`config.mk`:
```
export PLATFORM = sky130hd
export DESIGN_NAME = register_file_mp
export DESIGN_NICKNAME = d
export VERILOG_FILES = /design/src/rtl/register_file_mp.sv
export SDC_FILE = /design/constraint.sdc
export NUM_CORES = 2
export LEC_CHECK = 0
export ABC_AREA = 1
export CORE_AREA = 2 2 391 393
export CTS_BUF_LIST = sky130_fd_sc_hd__clkbuf_4 sky130_fd_sc_hd__clkbuf_8 sky130_fd_sc_hd__clkbuf_16
export DETAILED_ROUTE_END_ITERATION = 6
export DIE_AREA = 0 0 393 395
export PLACE_DENSITY = 0.55
export SYNTH_ARGS = -nofsm -noshare
export SYNTH_HDL_FRONTEND = slang
export SYNTH_SLANG_ARGS = --single-unit
```
`constraint.sdc`:
```
create_clock -name CLK -period 3.2 [get_ports CLK]
set_clock_uncertainty 0.2 [all_clocks]
set_input_delay 0.32 -clock CLK [delete_from_list [all_inputs] [get_ports CLK]]
set_output_delay 0.32 -clock CLK [all_outputs]
set_load 0.03 [all_outputs]
```
`src/rtl/register_file_mp.sv`:
```
// Multi-port register file with optional same-cycle write bypass and a
// per-register busy scoreboard (allocate sets, writeback clears, flush clears all).
module register_file_mp #(
  parameter int unsigned DATA_W   = 32,
  parameter int unsigned NREGS    = 32,
  parameter int unsigned NRD      = 2,
  parameter int unsigned NWR      = 2,
  parameter int unsigned BYPASS   = 1,
  parameter int unsigned ZERO_REG = 1
) (
  input  logic                              CLK,
  input  logic                              nRST,
  input  logic [NWR-1:0]                    wen,
  input  logic [NWR*$clog2(NREGS)-1:0]      wsel,
  input  logic [NWR*DATA_W-1:0]             wdat,
  input  logic [NRD*$clog2(NREGS)-1:0]      rsel,
  output logic [NRD*DATA_W-1:0]             rdat,
  output logic [NRD-1:0]                    rbusy,
  input  logic                              alloc_en,
  input  logic [$clog2(NREGS)-1:0]          alloc_sel,
  input  logic                              flush,
  output logic [NREGS-1:0]                  busy
);

  localparam int unsigned AW  = $clog2(NREGS);
  localparam int unsigned RLO = (ZERO_REG != 0) ? 1 : 0;
  localparam bit          BYP = (BYPASS != 0);

  logic [NREGS-1:0][DATA_W-1:0] r_regs;
  logic [NREGS-1:0]             r_busy;
  logic [NREGS-1:0]             w_hit;
  logic [NREGS-1:0][DATA_W-1:0] w_wdata;
  logic [NREGS-1:0]             w_busy_nxt;

  // Per-register write resolution; indices outside [RLO, NREGS) never match,
  // and the ascending port loop lets the highest-numbered port win.
  always_comb begin
    w_hit   = '0;
    w_wdata = '0;
    for (int unsigned r = RLO; r < NREGS; r++) begin
      for (int unsigned k = 0; k < NWR; k++) begin
        if (wen[k] && (wsel[k*AW +: AW] == AW'(r))) begin
          w_hit[r]   = 1'b1;
          w_wdata[r] = wdat[k*DATA_W +: DATA_W];
        end
      end
    end
  end

  always_ff @(posedge CLK or negedge nRST) begin
    if (!nRST) begin
      r_regs <= '0;
    end else begin
      for (int unsigned r = RLO; r < NREGS; r++) begin
        if (w_hit[r]) r_regs[r] <= w_wdata[r];
      end
    end
  end

  // Allocate outranks a same-cycle writeback: the allocation is the newer producer.
  always_comb begin
    w_busy_nxt = r_busy;
    for (int unsigned r = RLO; r < NREGS; r++) begin
      if (flush)                                       w_busy_nxt[r] = 1'b0;
      else if (alloc_en && (alloc_sel == AW'(r)))      w_busy_nxt[r] = 1'b1;
      else if (w_hit[r])                               w_busy_nxt[r] = 1'b0;
    end
    if (ZERO_REG != 0) w_busy_nxt[0] = 1'b0;
  end

  always_ff @(posedge CLK or negedge nRST) begin
    if (!nRST) r_busy <= '0;
    else       r_busy <= w_busy_nxt;
  end

  always_comb begin
    rdat  = '0;
    rbusy = '0;
    for (int unsigned i = 0; i < NRD; i++) begin
      for (int unsigned r = RLO; r < NREGS; r++) begin
        if (nRST && (rsel[i*AW +: AW] == AW'(r))) begin
          rdat[i*DATA_W +: DATA_W] = (BYP && w_hit[r]) ? w_wdata[r] : r_regs[r];
          rbusy[i]                 = r_busy[r] && !(BYP && w_hit[r]);
        end
      end
    end
  end

  assign busy = r_busy;

endmodule
```
# After elaboration in Yosys (flattened, before gate mapping)
# Index checks and enable logic that the tools add are counted.
# word_totals
ff_bits	1023
in_bits	95
# op_classes
eq_ne	155
mux	372
n_reduce_logical	248
# ops
operator	count
$mux W32	155
$eq A5 B5 Y1 const B	80
$mux W1	217
$eq A5 B4 Y1 const B	40
$logic_and A1 B1 Y1	186
$eq A5 B3 Y1 const B	20
$reduce_bool A3 Y1	31
$eq A5 B2 Y1 const B	10
$logic_not A1 Y1	31
$eq A5 B1 Y1 const B	5

# Depth between registers and ports, before layout
# logic_depth
depth_word	37
mapped_depth	27

# Worst setup path before layout
# Ideal clock, no wire load.
# synth_path
kind	in2out
startpoint	in wsel[8]
endpoint	out rdat[27]
arrival_ns	2.783
path_slack_ns	-0.103
cell_stages	23
n_path_buf	3
path_cell_list	buf_2 > nor2_4 > nand3_2 > nand2_1 > buf_4 > buf_4 > nand3_1 > nand3_1 > nand3_1 > nor2_1 > nand4_1 > nor2_1 > nand4_1 > nor2_1 > nand4_1 > nor2_1 > nand4_1 > nor2_1 > nand4_1 > nor2_1 > nand4_1 > nor2_1 > nand4_1
# synth_via
elab_chain_cells	35
word_cells_on_any_way	186
# synth_lines
item	line	rtl
from (decl)	14	input logic [NWR*$clog2(NREGS)-1:0] wsel,
$eq A5 B1 Y1	42	if (wen[k] && (wsel[k*AW +: AW] == AW'(r))) begin
$logic_and A1 B1 Y1	42	
$mux W32 / $mux W1 (equally long branches)	42	
$mux W32	-	
$mux W32 (30 in series)	81	if (nRST && (rsel[i*AW +: AW] == AW'(r))) begin
$mux W32 *	81	
to (decl)	17	output logic [NRD*DATA_W-1:0] rdat,
# Every way passes the cells marked *; elsewhere a longest branch is shown, timed or not.

# Worst setup path in the final report
# layout_path
startpoint	in wsel[9]
endpoint	out rdat[49]
# Same word-level chain as after synthesis.

==> results.cfg <==
[global_routing]
use_met3 = 0.1738
grt_pass1_vias = 72230
grtUsageMet1 = 0.6102
grt_usage = 0.4943
grt_most_used_layer = met2
grt_max_degree = 169
antenna_found_initial = 22
grt_util_met2 = 0.7034
grt_overflow = 0
grt_pass1_wl_microns = 544500

[setup_path]
rr_worst_depth = 3
timing.rr.end = busy[26]$_DFFE_PN0P_
crit_fanout = 15
cp.arrival_ns = 4.71
cp-end-kind = primary output
crit_path_start = wsel[9]
r2r-start = busy[26]$_DFFE_PN0P_
startpoint_type = input pin
crit_end = rdat[49]
rrSetupSlack_ns = 1.81
crit_type = in -> out
required_ns = 2.68

[synth]
syn-num-nets = 8456
synthCells = 8361
avgSynthCellArea_sq_um = 7.169
seq_area_frac_synth = 0.4271
ys_ff_latch = 1023
synthArstFlopShare = 1.000
syn_area_sq_um = 59940
yosysWarnings = 0
synth_edf_count = 0
synth_top_area_cell = dfrtp_1
yosysTopAreaCellShare = 0.4271
ys_types = 40
synth_area_leaders = dfrtp_1 43%, nand2_1 18%, o221ai_1 6.7%
synth_flop_cell = dfrtp_1

[routing]
ant_nets = 0
drc_errors = 22
viasPerCell = 6.154
vias = 76160
avgRoutedWirePerCell_microns = 31.88
drtIter0Drc = 10650
wl_microns = 394500
drt_first_pass_iters = 7

[clock_network]
clock_path_buffers = 3
cts.sinks = 1023
cts_root_buffer = clkbuf_16
htreeDepth = 4
cts_tree = done
clkLatencyLatePin_ns = 0.80
cts.clk_slew.worst_paths_ns = 0.06
numCtsBuffers = 131

[cells_and_area]
drive_gt1_frac = 0.3310
final_common_cell = nand2_1
fin_area_sq_um = 90960
layout_common_cells = 2590 x nand2_1, 1822 x buf_4, 1023 x dfrtp_1
finish.utilization = 0.6016
instances_no_fill = 12380
area_growth_pct = 51.74
final_nets = 10330

[floorplan]
rows = 143
die_h_microns = 395
dieArea_sq_um = 155200
die_x_microns = 393
io_pins = 193
core_area_sq_um = 151200
start_util = 0.3965

[placed_design]
portBuffers = 191
hpwlAfterDp_microns = 293100
gp_congestion = 1.116
placed_cell_area_sq_um = 80570
place_ws_ns = -2.706
dp.cells = 11980

[min_path]
min_from = wsel[4]
hold_class = in -> reg

[sta]
fin_crit_ns = 5.230
setup-tns-final_ns = -110.08
slew_headroom = 0.1464
slew_viol_final = 0
fin_ws_ns = -2.030
rsz0062_at_grt = yes
hold_viol_final = 0
finalCritPeriodShare = 1.634
setup_viol = 66
max_freq_mhz = 191.2
tightestPinTransition_ns = 1.280

[power_and_ir_drop]
p_leak_nw = 43.32
power.density_nw_per_um2 = 518.8
ir_worst_vdd_mv = 0.5522

[status]
status = complete, but fails checks
violations = design-rule violations, negative setup slack

[job]
maxCapViolations = 0
==> metrics by stage <==
stage	total power, W	hold WS [ns]
after floorplan	0.02287	-0.1756
after global placement	0.02994	0.1766
after detailed placement	0.03019	0.1748
after CTS	0.04638	0.06532
after global routing	0.04875	0.08399
final	0.04718	0.04849
==> registers in the layout, summed over array words and instances (netlist names) <==
| signal | cells |
|---|---|
| busy | 31 |
| r_regs | 992 |
==> final cells by class <==
| cell class | count | area (sq um) |
|---|---|---|
| fill | 13700 | 60230 |
| tap | 2030 | 2540 |
| clock buffer | 187 | 3944 |
| clock inverter | 45 | 488.0 |
| timing repair buffer | 2384 | 22500 |
| multi-input combinational | 6030 | 33290 |
| antenna | 8 | 20.02 |
| sequential | 1023 | 25600 |
| inverter | 669 | 2572 |
==> metal layers <==
| layer | vias to the layer above | share of wire |
|---|---|---|
| li1 | 32060 | - |
| met1 | 36830 | 0.36 |
| met2 | 5707 | 0.41 |
| met3 | 1539 | 0.13 |
| met4 | 26 | 0.095 |
| met5 | - | 0.00044 |
==> how the worst min path moves through the flow <==
stage	end	slack [ns]	cells after the start
after global routing	r_regs[62]$_DFF_PN0_	0.08	6
after global placement	r_regs[800]$_DFF_PN0_	0.18	2
after floorplan	busy[10]$_DFFE_PN0P_	-0.18	0
after detailed placement	r_regs[800]$_DFF_PN0_	0.17	2
final	r_regs[62]$_DFF_PN0_	0.05	6
after CTS	busy[3]$_DFFE_PN0P_	0.07	2
==> synth_stat cells, types with 16 or more instances <==
cell type	number
or2_2	60
inv_1	598
buf_2	44
o22ai_1	81
inv_2	34
a221oi_1	161
o21ai_0	47
nor2_1	812
buf_1	16
nand2_1	2853
nand4_1	402
o221ai_1	459
o211ai_1	140
nand3_1	473
a21oi_1	310
and2_1	104
dfrtp_1	1023
clkbuf_1	572
clkinv_1	37
a22oi_1	31
==> where the power goes <==
part	internal, W	total (W)	switching (W)
Combinational	0.00641	0.0145	0.00814
Sequential	0.0160	0.0169	0.000937
Clock	0.00916	0.0157	0.00653
Total	0.0316	0.0472	0.0156
==> kinds of logic after synthesis <==
kind of cell           count (synthesis)  share of synthesized area
AOI/OAI and AO/OA                   1281                     0.1563
other                                  1                 0.00006256
buffers and inverters               1308                    0.08326
and+or+nand+nor                     4748                     0.3333
DFF                                 1023                     0.4271
==> worst max-delay path, stage by stage <==
cell     delay, ns
buf_6         0.11
nor2_8        0.17
buf_12        0.16
buf_4         0.14
nand3_4       0.15
buf_12        0.20
nand2_1       0.08
nand3_2       0.10
nand3_2       0.09
nand3_2       0.10
nor2_4        0.16
nand4_1       0.15
nor2_4        0.21
nand4_1       0.14
nor2_1        0.14
buf_4         0.16
nand4_1       0.12
nor2_1        0.14
nand4_1       0.15
nor2_1        0.18
nand4_1       0.45
nand2_1       0.30
nand4_1       0.14
nand2_2       0.17
nand4_1       0.22
buf_12        0.21
==> what timing repair did <==
item / CTS / global route
hold endpoints to repair: 157 / 6
pin swaps: 481 / 565
endpoints found under the setup margin: 66 / 537
setup buffers: 101 / 73
cloned: 8 / 2
resized for setup: 896 / 376
hold buffers: 2 / 1
Power figures use the tool's default switching activity.
